==> src/rtl/base_arrmux.sv <==
// Round-robin arbiter merging `ways` valid/ready streams into one registered
// output stream, with optional packet-level grant hold and source index.
module base_arrmux #(
  parameter int ways        = 2,
  parameter int width       = 1,
  parameter bit pkt         = 1'b0,
  parameter bit reset_ready = 1'b0,
  localparam int sw         = (ways > 2) ? $clog2(ways) : 1
) (
  input  logic                  clk,
  input  logic                  reset,
  input  logic [0:ways-1]       i_v,
  output logic [0:ways-1]       i_r,
  input  logic [0:ways*width-1] i_d,
  input  logic [0:ways-1]       i_e,
  output logic                  o_v,
  input  logic                  o_r,
  output logic [0:width-1]      o_d,
  output logic                  o_e,
  output logic [0:sw-1]         o_s
);

  logic [sw-1:0]    ptr;
  logic             lock;
  logic [sw-1:0]    lock_id;

  logic [0:ways-1]  grant;
  logic [sw-1:0]    gnt_id;
  logic             found;
  logic [sw:0]      sum;
  logic [sw-1:0]    idx;

  logic             space;
  logic             rdy_en;
  logic             accept;
  logic             acc_e;
  logic [0:width-1] acc_d;
  logic [sw-1:0]    nxt_ptr;

  // Locked grants ignore i_v so an idle mid-packet requester keeps the channel.
  always_comb begin
    grant  = '0;
    gnt_id = '0;
    found  = 1'b0;
    sum    = '0;
    idx    = '0;
    if (lock) begin
      grant[lock_id] = 1'b1;
      gnt_id         = lock_id;
    end else begin
      for (int off = 0; off < ways; off++) begin
        sum = {1'b0, ptr} + (sw+1)'(off);
        if (sum >= (sw+1)'(ways)) begin
          sum = sum - (sw+1)'(ways);
        end
        idx = sum[sw-1:0];
        if (!found && i_v[idx]) begin
          found      = 1'b1;
          grant[idx] = 1'b1;
          gnt_id     = idx;
        end
      end
    end
  end

  assign space  = ~o_v | o_r;
  assign rdy_en = space & ~(reset_ready && reset);
  assign i_r    = grant & {ways{rdy_en}};
  assign accept = |(i_v & i_r);
  assign acc_e  = i_e[gnt_id];

  always_comb begin
    acc_d = '0;
    for (int k = 0; k < ways; k++) begin
      if (grant[k]) begin
        acc_d = i_d[k*width +: width];
      end
    end
  end

  assign nxt_ptr = (gnt_id == sw'(ways - 1)) ? '0 : gnt_id + sw'(1);

  // output stage
  always_ff @(posedge clk) begin
    if (reset) begin
      o_v     <= 1'b0;
      o_d     <= '0;
      o_e     <= 1'b0;
      o_s     <= '0;
      ptr     <= '0;
      lock    <= 1'b0;
      lock_id <= '0;
    end else if (accept) begin
      o_v <= 1'b1;
      o_d <= acc_d;
      o_e <= acc_e;
      o_s <= gnt_id;
      if (!pkt || acc_e) begin
        lock <= 1'b0;
        ptr  <= nxt_ptr;
      end else begin
        lock    <= 1'b1;
        lock_id <= gnt_id;
      end
    end else if (o_r) begin
      o_v <= 1'b0;
    end
  end

endmodule

==> config.mk <==
export PLATFORM = sky130hd
export DESIGN_NAME = base_arrmux
export DESIGN_NICKNAME = d
export VERILOG_FILES = /design/src/rtl/base_arrmux.sv
export SDC_FILE = /design/constraint.sdc
export NUM_CORES = 1
export LEC_CHECK = 0
export ABC_CLOCK_PERIOD_IN_PS = 1000
export CELL_PAD_IN_SITES_DETAIL_PLACEMENT = 1
export CELL_PAD_IN_SITES_GLOBAL_PLACEMENT = 1
export CORE_AREA = 2 2 39 41
export DETAILED_ROUTE_END_ITERATION = 8
export DIE_AREA = 0 0 41 43
export PLACE_DENSITY_LB_ADDON = 0.1
export REMOVE_ABC_BUFFERS = 1
export SLEW_MARGIN = 20
export SYNTH_ARGS = -nofsm -noshare
export SYNTH_HDL_FRONTEND = slang
export SYNTH_SLANG_ARGS = --single-unit
export TNS_END_PERCENT = 30
==> constraint.sdc <==
create_clock -name clk -period 1 [get_ports clk]
set_input_delay 0.1 -clock clk [delete_from_list [all_inputs] [get_ports clk]]
set_output_delay 0.1 -clock clk [all_outputs]
set_load 0.05 [all_outputs]
Yosys cells after proc, flatten, opt, wreduce, memory -nomap -nowiden
Index checks and enable logic that the tools add are counted.

cells by class
  reduce and logical (&&, ||, !) cells = 6
  mux-type cells = 25
  add/sub/neg operators = 4
  bitwise gates (word level) = 8
  $lt $le $gt $ge = 7

operators with widths
  kind                                                                                  count
  1-bit 2-to-1 mux                                                                      21
  2-bit greater-or-equal comparator (second input constant)                             4
  1-bit NOT with 2-bit output                                                           3
  2-bit bitwise AND                                                                     2
  2-bit by 1-bit < comparator with 1-bit output (second input constant)                 2
  2-bit 2-to-1 mux                                                                      2
  1-bit logical AND                                                                     3
  1-bit by 1-bit adder with 2-bit output (second input constant)                        1
  1-bit demux with 1-bit select                                                         2
  1-bit by 2-bit greater-or-equal comparator with 1-bit output (second input constant)  1
  2-bit bitwise OR                                                                      1
  2-bit nonzero test                                                                    1
  2-bit OR reduction                                                                    1
  1-bit subtractor (second input constant)                                              2
  1-bit adder (second input constant)                                                   1
  1-bit logical NOT                                                                     1
  1-bit NOT                                                                             1
  1-bit bitwise OR                                                                      1

word-level totals
  register bits after elaboration = 5

Depth between registers and ports, before layout
Gate-level depths: netlist (run 1).

  word-level depth = 14
  gate-level depth with buffers = 4

Worst setup path after synthesis (run 1)
OpenSTA, ideal clock, no wires.

  path type = register to register
  start = register o_v
  end = register o_s
  setup time = 0.115 ns
  data required time = 0.885 ns
  clock period less this slack = 1.609 ns
  cell stages (with the launch flop) = 5
  path slack = -0.609 ns
  arrival time = 1.494 ns
  cell sequence = dfxtp_1 > nand2b_1 > buf_2 > and3_1 > o21ba_2

on the way
  word-level cells in the longest chain between the ends = 5

RTL lines
  what                    RTL line  RTL
  from (decl)             16        output logic o_v,
  from (signal assigned)  86        o_v <= 1'b0;
  from (signal assigned)  94        o_v <= 1'b1;
  from (signal assigned)  106       o_v <= 1'b0;
  1-bit NOT               66        assign space = ~o_v | o_r;
  1-bit bitwise OR        66
  2-bit bitwise AND       68        assign i_r = grant & {ways{rdy_en}};
  net i_r (one bit)       13        output logic [0:ways-1] i_r,
  2-bit bitwise AND       69        assign accept = |(i_v & i_r);
  2-bit OR reduction      69
  to (signal assigned)    97        o_s <= gnt_id;
  to (decl)               20        output logic [0:sw-1] o_s

The timed path passes the listed nets, and every way through them passes these cells.
A chain may end at the register's enable or synchronous reset.

Worst setup path in the final report (run 1)
  start = register ptr
  end = output port i_r[1] in the netlist's numbering

on the way
  word-level cells in the longest chain between the ends = 11
  elaborated cells between the ends (all ways) = 32

RTL lines
  what                                                                             RTL line    RTL
  from (decl)                                                                      23          logic [sw-1:0] ptr;
  from (signal assigned)                                                           100         ptr <= nxt_ptr;
  1-bit by 1-bit adder with 2-bit output (tied with other cells)                   52          sum = {1'b0, ptr} + (sw+1)'(off);
  2-bit greater-or-equal comparator (tied with other cells)                        53          if (sum >= (sw+1)'(ways)) begin
  1-bit 2-to-1 mux / 1-bit NOT with 2-bit output (equally long branches)           53, 57, 59
  1-bit NOT with 2-bit output (implied by the code) (tied with other cells)        57, 59
  2-bit greater-or-equal comparator (implied by the code) (tied with other cells)  59          grant[idx] = 1'b1;
  1-bit logical AND (implied by the code) (tied with other cells)                  59
  1-bit 2-to-1 mux (implied by the code) (tied with other cells)                   59
  1-bit demux with 1-bit select (tied with other cells)                            59
  2-bit bitwise OR (no source line) / 1-bit logical AND (equally long branches)    -
  2-bit 2-to-1 mux *                                                               57          if (!found && i_v[idx]) begin
  2-bit bitwise AND *                                                              68
  to (decl)                                                                        13

Every way passes the cells marked *; elsewhere a longest branch is shown, timed or not. The select of a mux whose other input is x is not followed.

==> results of run 1 <==
[power breakdown]
| part | total [uW] | switching (uW) | internal, uW |
|---|---|---|---|
| Combinational | 303 | 137 | 167 |
| Sequential | 234 | 15.6 | 218 |
| Clock | 235 | 84.0 | 151 |
| Total | 772 | 236 | 536 |
[synth_stat cells (2+ instances only)]
cell type / instances
dfxtp_1: 5
a21oi_1: 2
and3_1: 2
inv_1: 2
nand4_1: 2
nor2b_1: 2
o21ai_0: 2
[layout make-up]
type	count	area share
clock buffers	4	0.0439
flip-flops and latches	5	0.172
well taps	16	0.0335
multi-input cells	20	0.291
inverters	2	0.0126
repair buffers	23	0.448
[how the worst max path moves through the flow]
| stage | startpoint | endpoint | slack (ps) | depth (start not counted) |
|---|---|---|---|---|
| floorplan | o_v | o_s | -690 | 3 |
| global placement | o_r | o_s | -340 | 4 |
| detailed placement | o_r | o_s | -380 | 4 |
| CTS | ptr | i_r[1] | -140 | 3 |
| global route | ptr | i_r[1] | -170 | 3 |
| finish | ptr | i_r[1] | -130 | 3 |
[sequential cells by signal, indices dropped and copies added (netlist names)]
name / flops
o_d: 1
o_e: 1
o_s: 1
o_v: 1
ptr: 1
[cell families after synthesis]
group / Yosys count / synth area share
simple gates: 10 / 0.239
compound gates: 10 / 0.313
buf+inv: 3 / 0.0497
flops: 5 / 0.398
[metal layers]
layer | wire (um) | GRT usage
met1 | 361 | 0.153
met3 | 51 | 0.0314
met4 | 11 | 0.0800
met2 | 445 | 0.194
met5 | 0 | 0
[worst max-delay path: stages (launching register included)]
cell	delay (ps)
dfxtp_2	330
nand2b_4	130
and3_4	200
buf_12	130
[metrics by stage]
step                      hold WS [ps]  setup WS [ps]  TNS (ps)  total power [uW]
after floorplan                    166           -688     -2350               346
after global placement             501           -341     -1930               504
after detailed placement           502           -378     -2120               506
after CTS                          381           -145      -362               770
after global routing               402           -170      -482               819
final                              384           -127      -300               772
[repair_timing]
item                       CTS  global route
hold buffers                 0             0
setup endpoints to repair    6             6
buffers inserted             2             1
resized for setup           12             2
pin swaps                    3             2
gates cloned                 0             0
==> results.yml, run 1 <==
clocking:
  cts_root_buf: "clkbuf_4"
  clock-sinks: 5
  cts_tree: "yes"
  cts_buffer_depth: 2
  htreeDepth: 1
  cts_made_buffers: 3
  clock_latency_ps: 240
  path_clk_slew_ps: 50
grt:
  grt_first_pass_wirelength_mm: 1.50
  grt_pass1_vias: 354
  grt-ovfl-total: 0
  grt_use_total: 0.128
  antenna_found_initial: 0
  grt_max_degree: 7
run_status:
  violations: "negative setup slack"
  status: "finished with violations"
power_and_ir_drop:
  power_density_nw_per_um2: 1290
  vdd_drop_max_mv: 0.795
  p_leak_uw: 0.000255
setup_path:
  worstReg2RegStart: "ptr"
  worst_ep_required_time_ps: 900
  regToRegSetupSlack_ps: -50
  r2r_cells: 4
  endpoint_kind: "output pin"
  crit_arrival_ps: 1030
  crit_fanout: 3
  cp-start-kind: "flip-flop"
  critical_path_class: "reg -> out"
  reg2reg_to: "o_s"
synth:
  synth_top_flop_cell: "dfxtp_1"
  synth_top_area_frac: 0.398
  ys_seq_elements: 5
  yosys_warnings: 0
  syn_avg_cell_area_um2: 8.98
  synth_top_cell_by_area: "dfxtp_1"
  synth-edff-count: 0
  ys_seq_area_frac: 0.398
  synth_cell_types: 18
  async_reset_ff_frac: 0
  syn-instance-count: 28
  synthTopCellsByArea: "dfxtp_1, a221oi_2, and3_1"
  syn_area_um2: 251
drt:
  drt_iter0_drc: 2
  num_vias: 314
  wl_per_cell_um: 12.4
  postRouteAntennaNets: 0
  via_per_inst: 4.49
  dr.pass1.iters: 2
  drt_wl_total_um: 869
  drcViolationCount: 0
hold_path:
  whs_path_depth: 4
  worstHoldStart: "o_r"
  whs_endpoint: "o_e"
  hp-class: "in -> reg"
finish:
  mostFrequentLayoutCells: "buf_4, buf_12, clkdlybuf4s50_1"
  fin_cells: 70
  stdcell_area_um2: 598
  nets: 64
  final_common_cell: "buf_4"
  n_fill_cell: 158
  drive_above_1_share: 0.519
  antennaDiodeCount: 0
  area_delta_synth_final_pct: 138
  register_area_um2: 103
  finish.utilization: 0.432
  multi_input_area_um2: 174
placed_design:
  port_buffers: 14
  dp.cells: 63
  place_congestion: 0.720
  hpwl_um: 600
  place_area_um2: 512
timing:
  period_needed_ps: 1130
  max_freq_mhz: 887
  worst_slew_pin_slew_ps: 247
  fin_crit_sh: 1.13
  finalSetupViolCount: 4
  finalHoldViolations: 0
  grt_setup_unrepaired: "yes"
  drv_slew: 0
  max-slew-margin-rel: 0.835
  setup_ws_ps: -127
  finClkSkew_ps: 0.357
flow_run:
  cap_violations: 0
floorplan:
  io_pins: 15
  dieWidth_um: 41
  die_area_um2: 1760
  core_um2: 1380
  die_h_um: 43
  start_util: 0.182
  row_count: 14
Power figures use the tool's default switching activity.
==> run 2, diff against run 1 <==
--- a/config.mk
+++ b/config.mk
@@ -15,3 +15,3 @@
 export REMOVE_ABC_BUFFERS = 1
-export SLEW_MARGIN = 20
+export SLEW_MARGIN = 10
 export SYNTH_ARGS = -nofsm -noshare
--- a/constraint.sdc
+++ b/constraint.sdc
@@ -3,2 +3,2 @@
 set_output_delay 0.1 -clock clk [all_outputs]
-set_load 0.05 [all_outputs]
+set_load 0.005 [all_outputs]
==> run 2 against run 1 <==
The flow still finishes with violations (negative setup slack). Critical path depth increased by 1. Core utilization decreased by 3.9 points. Combinational power decreased by 38%. Flip-flop and latch count unchanged. Clock-buffer cell count unchanged. Sequential power decreased by 3%. Sequential share of layout area increased by 1.7 points. Die area unchanged. Cell area decreased by 9.0%.
==> results.yml, run 2 (same netlist as run 1, synthesis figures left out) <==
floorplan:
  io_pins: 15
  row_count: 14
  die_area_um2: 1760
  die_h_um: 43
  core_um2: 1380
  start_util: 0.182
  dieWidth_um: 41
clocking:
  cts_buffer_depth: 2
  cts_made_buffers: 3
  cts_tree: "yes"
  htreeDepth: 1
  hold_buffers: 0
  clock_latency_ps: 250
  cts_root_buf: "clkbuf_4"
  clock-sinks: 5
  path_clk_slew_ps: 50
setup_path:
  critical_path_class: "reg -> reg"
  regToRegSetupSlack_ps: -150
  reg2reg_to: "o_d"
  r2r_cells: 4
  endpoint_kind: "flip-flop"
  worst_ep_required_time_ps: 1150
  crit_fanout: 3
  worstReg2RegStart: "ptr"
  crit_arrival_ps: 1300
  cp-start-kind: "flip-flop"
timing:
  finClkSkew_ps: 3.36
  setup_ws_ps: -146
  finalHoldViolations: 0
  max_freq_mhz: 873
  worst_slew_pin_slew_ps: 266
  period_needed_ps: 1150
  drv_slew: 0
  fin_crit_sh: 1.15
  max-slew-margin-rel: 0.822
  whs_ps: 413
  grt_setup_unrepaired: "yes"
  finalSetupViolCount: 3
grt:
  grt_first_pass_wirelength_mm: 1.67
  grt_max_degree: 7
  grt_pass1_vias: 384
  grt-ovfl-total: 0
  grt_use_total: 0.143
  antenna_found_initial: 0
drt:
  drt_wl_total_um: 951
  via_per_inst: 4.63
  wl_met3_um: 86
  top_layer: "met3"
  drt_iter0_drc: 4
  dr.pass1.iters: 4
  dr_wl_met2_um: 506
  wl_met1_um: 357
  drcViolationCount: 0
  wl_per_cell_um: 13.0
  postRouteAntennaNets: 0
  num_vias: 338
hold_path:
  worstHoldStart: "o_r"
  whs_path_depth: 4
  whs_endpoint: "o_e"
  hp-class: "in -> reg"
finish:
  antennaDiodeCount: 0
  multi_input_area_um2: 164
  drive_above_1_share: 0.491
  mostFrequentLayoutCells: "buf_4, dlygate4sd2_1, clkdlybuf4s50_1"
  finish.utilization: 0.393
  n_fill_cell: 165
  area_delta_synth_final_pct: 116
  final_common_cell: "buf_4"
  nets: 67
  register_area_um2: 103
run_status:
  status: "finished with violations"
  violations: "negative setup slack"
placed_design:
  port_buffers: 14
  place_congestion: 0.678
  hpwl_um: 707
power_and_ir_drop:
  vdd_drop_max_mv: 0.565
  p_total_uw: 656
  p_leak_uw: 0.000252
  power_density_nw_per_um2: 1200
flow_run:
  cap_violations: 0
==> run 2: cell count changes in the layout (fill, tap and decap cells not counted), moves of 2 or more <==
cell,change
buf_12,-6
buf_4,+3
dlygate4sd2_1,+3
buf_6,+2
==> run 2: cell type report <==
cell class	instances	area share
Tap cell	16	0.0368
Timing Repair Buffer	26	0.411
Inverter	2	0.0138
Sequential cell	5	0.189
Multi-Input combinational cell	20	0.301
Clock buffer	4	0.0483
==> run 2: through the flow <==
stage	TNS, ps	cells	setup WS, ps	instance area [um2]
global route	-436	73	-198	544
global placement	-2420	68	-533	489
CTS	-325	73	-155	543
finish	-287	73	-146	544
floorplan	-106	27	-62.5	246
detailed placement	-2510	68	-543	489
==> run 2: critical path: stages (launching register included) <==
cell      delay [ps]
dfxtp_2          320
nand2b_4         140
buf_6            110
a32o_2           240
a221oi_2         240
==> run 2: worst max path at each step <==
| stage | start | to | slack (ps) | cells past startpoint |
|---|---|---|---|---|
| 4_1_cts | ptr | o_d | -150 | 4 |
| 3_3_place_gp | o_r | i_r[1] | -530 | 4 |
| 5_1_grt | ptr | o_d | -200 | 4 |
| 3_5_place_dp | o_r | i_r[1] | -540 | 4 |
| 2_1_floorplan | ptr | o_d | -60 | 3 |
| 6_report | ptr | o_d | -150 | 4 |
==> run 2: what timing repair did <==
item	CTS	global route
pin swaps	3	3
gates cloned	0	0
setup endpoints to repair	9	6
gates resized for setup	25	3
buffers inserted	1	0
==> run 2: where the power goes <==
part	switching (uW)	leakage, uW	total (uW)	internal (uW)
clock	88.0	0.0000150	239	151
sequential	9.53	0.0000420	228	218
combinational	68.9	0.000195	189	120
total	166	0.000252	656	489
==> run 2: per-layer routing <==
layer / global-route usage / vias up
met1: 0.151 / 158
met4: 0.0400 / 0
met2: 0.228 / 16
li1: - / 164
met5: 0 / -
met3: 0.0838 / 0
==> run 3, diff against run 2 <==
- REMOVE_ABC_BUFFERS: 1 -> default
- SLEW_MARGIN: 10 -> default
==> run 3 against run 2 <==
The run still ends with negative setup slack left. Clock skew down 1.3 ps. Die area unchanged. Hold slack worse by 45 ps. Cell area down 4.6%. Combinational power down 7%. Largest cell class unchanged.
==> results.yml, run 3 (same netlist as run 1, synthesis figures left out) <==
floorplan:
  row_count: 14
  start_util: 0.182
  dieWidth_um: 41
  die_area_um2: 1760
  die_h_um: 43
  core_um2: 1380
  io_pins: 15
run_status:
  violations: "negative setup slack"
  status: "finished with violations"
power_and_ir_drop:
  internal-power_uw: 482
  vdd_drop_max_mv: 0.508
  p_clk_frac: 0.374
  seqPwrFrac: 0.354
  pwr-share-comb: 0.273
  p_leak_uw: 0.000237
  switching_share: 0.252
  power_density_nw_per_um2: 1240
  netSwitchingPower_uw: 163
finish:
  fin_cells: 70
  antennaDiodeCount: 0
  final_common_cell: "buf_4"
  drive_above_1_share: 0.444
  nets: 64
  mostFrequentLayoutCells: "buf_4, dlygate4sd2_1, clkdlybuf4s50_1"
  area_delta_synth_final_pct: 106
hold_path:
  whs_path_depth: 4
  hp-class: "in -> reg"
drt:
  postRouteAntennaNets: 0
  drt_wl_total_um: 901
  via_per_inst: 4.56
  dr.pass1.iters: 1
  drt_iter0_drc: 0
  num_vias: 319
  wl_per_cell_um: 12.9
  drcViolationCount: 0
timing:
  grt_setup_unrepaired: "yes"
  max_freq_mhz: 882
  setup_ws_ps: -134
  finalSetupViolCount: 3
  worst_slew_pin_slew_ps: 232
  finalHoldViolations: 0
  fin_crit_sh: 1.13
  max-slew-margin-rel: 0.844
  drv_slew: 0
  period_needed_ps: 1130
  finClkSkew_ps: 2.05
clocking:
  hold_buffers: 0
  path_clk_slew_ps: 50
  htreeDepth: 1
  cts_root_buf: "clkbuf_4"
  clock-sinks: 5
  cts_buffer_depth: 2
  cts_tree: "yes"
  cts_made_buffers: 3
  clock_latency_ps: 240
setup_path:
  critPathCapture: "o_d"
  cp.depth: 4
  cp-start-kind: "flip-flop"
  reg2reg_to: "o_d"
  regToRegSetupSlack_ps: -130
  worst_ep_required_time_ps: 1150
  cp_top_family: "compound AO/OA/AOI/OAI gates"
  crit_start: "ptr"
  crit_arrival_ps: 1290
  r2r_cells: 4
  crit_fanout: 3
  crit_buf_inv: 1
  critical_path_class: "reg -> reg"
  slowest_delay_ps: 320
  worst_path_max_delay_cell: "dfxtp_2"
  cp_cell_sequence: "nand2b_4 > buf_6 > a32o_2 > a221oi_2"
  worstReg2RegStart: "ptr"
  endpoint_kind: "flip-flop"
grt:
  grt_first_pass_wirelength_mm: 1.48
  grt_use_total: 0.129
  antenna_found_initial: 0
  grt_pass1_vias: 341
  grt-ovfl-total: 0
  grt_max_degree: 6
synth:
  synth_nets: 37
placed_design:
  place_congestion: 0.733
  hpwl_um: 680
  port_buffers: 14
  pre_cts_slack_ps: -551
  dp.cells: 65
flow_run:
  cap_violations: 0
==> run 3: cell count changes in the layout (fill, tap and decap cells not counted) <==
cell	change
buf_2	+1
buf_4	-3
clkbuf_2	-1
nand2_1	+1
nand2_2	-1
==> run 3: final cells by class <==
type,count,area (um2)
Multi-Input combinational cell,20,161
Sequential cell,5,103
Inverter,2,7.51
Timing Repair Buffer,23,201
Tap cell,16,20.0
Clock buffer,4,26.3
Fill cell,168,865
==> run 3: tightest hold or removal path: cells and delay by family <==
family / cells / cell delay (ps)
AO/OA/AOI/OAI: 2 / 200
buffers and inverters: 1 / 220
AND/OR/NAND/NOR: 1 / 50
==> run 3: worst min-delay path by stage <==
stage                      to  slack, ps  startpoint
final                     o_e        370         o_r
after global routing      o_e        400      i_v[0]
after CTS                 ptr        370      i_v[1]
after detailed placement  ptr        460         ptr
after global placement    ptr        450         ptr
after floorplan           ptr        160       reset
==> run 3: metal layers <==
layer	global-route usage	vias to the layer above	routed length (um)
li1	-	157	-
met1	0.161	149	398
met2	0.178	11	442
met3	0.0471	2	45
met4	0.0800	0	14
met5	0	-	0
==> run 3: what timing repair did <==
item	4_1_cts	5_1_grt
setup endpoints to repair	10	5
cloned	0	0
pin swaps	1	2
gates resized for setup	23	2
buffers inserted	1	0
==> run 3: power by group through the flow <==
stage          Clock [uW]  Combinational [uW]  Sequential [uW]
3_3_place_gp            0                 172              229
3_5_place_dp            0                 173              231
5_1_grt               270                 193              230
6_report              241                 176              228
4_1_cts               248                 175              228
2_1_floorplan           0                59.0              231
==> run 3: metrics by stage <==
stage	setup TNS, ps	hold slack, ps	util	total power [uW]	area [um2]
after floorplan	-15.5	165	-	290	265
after global placement	-2540	452	0.345	402	478
after detailed placement	-2640	465	0.345	404	478
after CTS	-309	373	0.373	651	515
after global routing	-377	403	0.375	693	519
final	-260	368	0.375	645	519
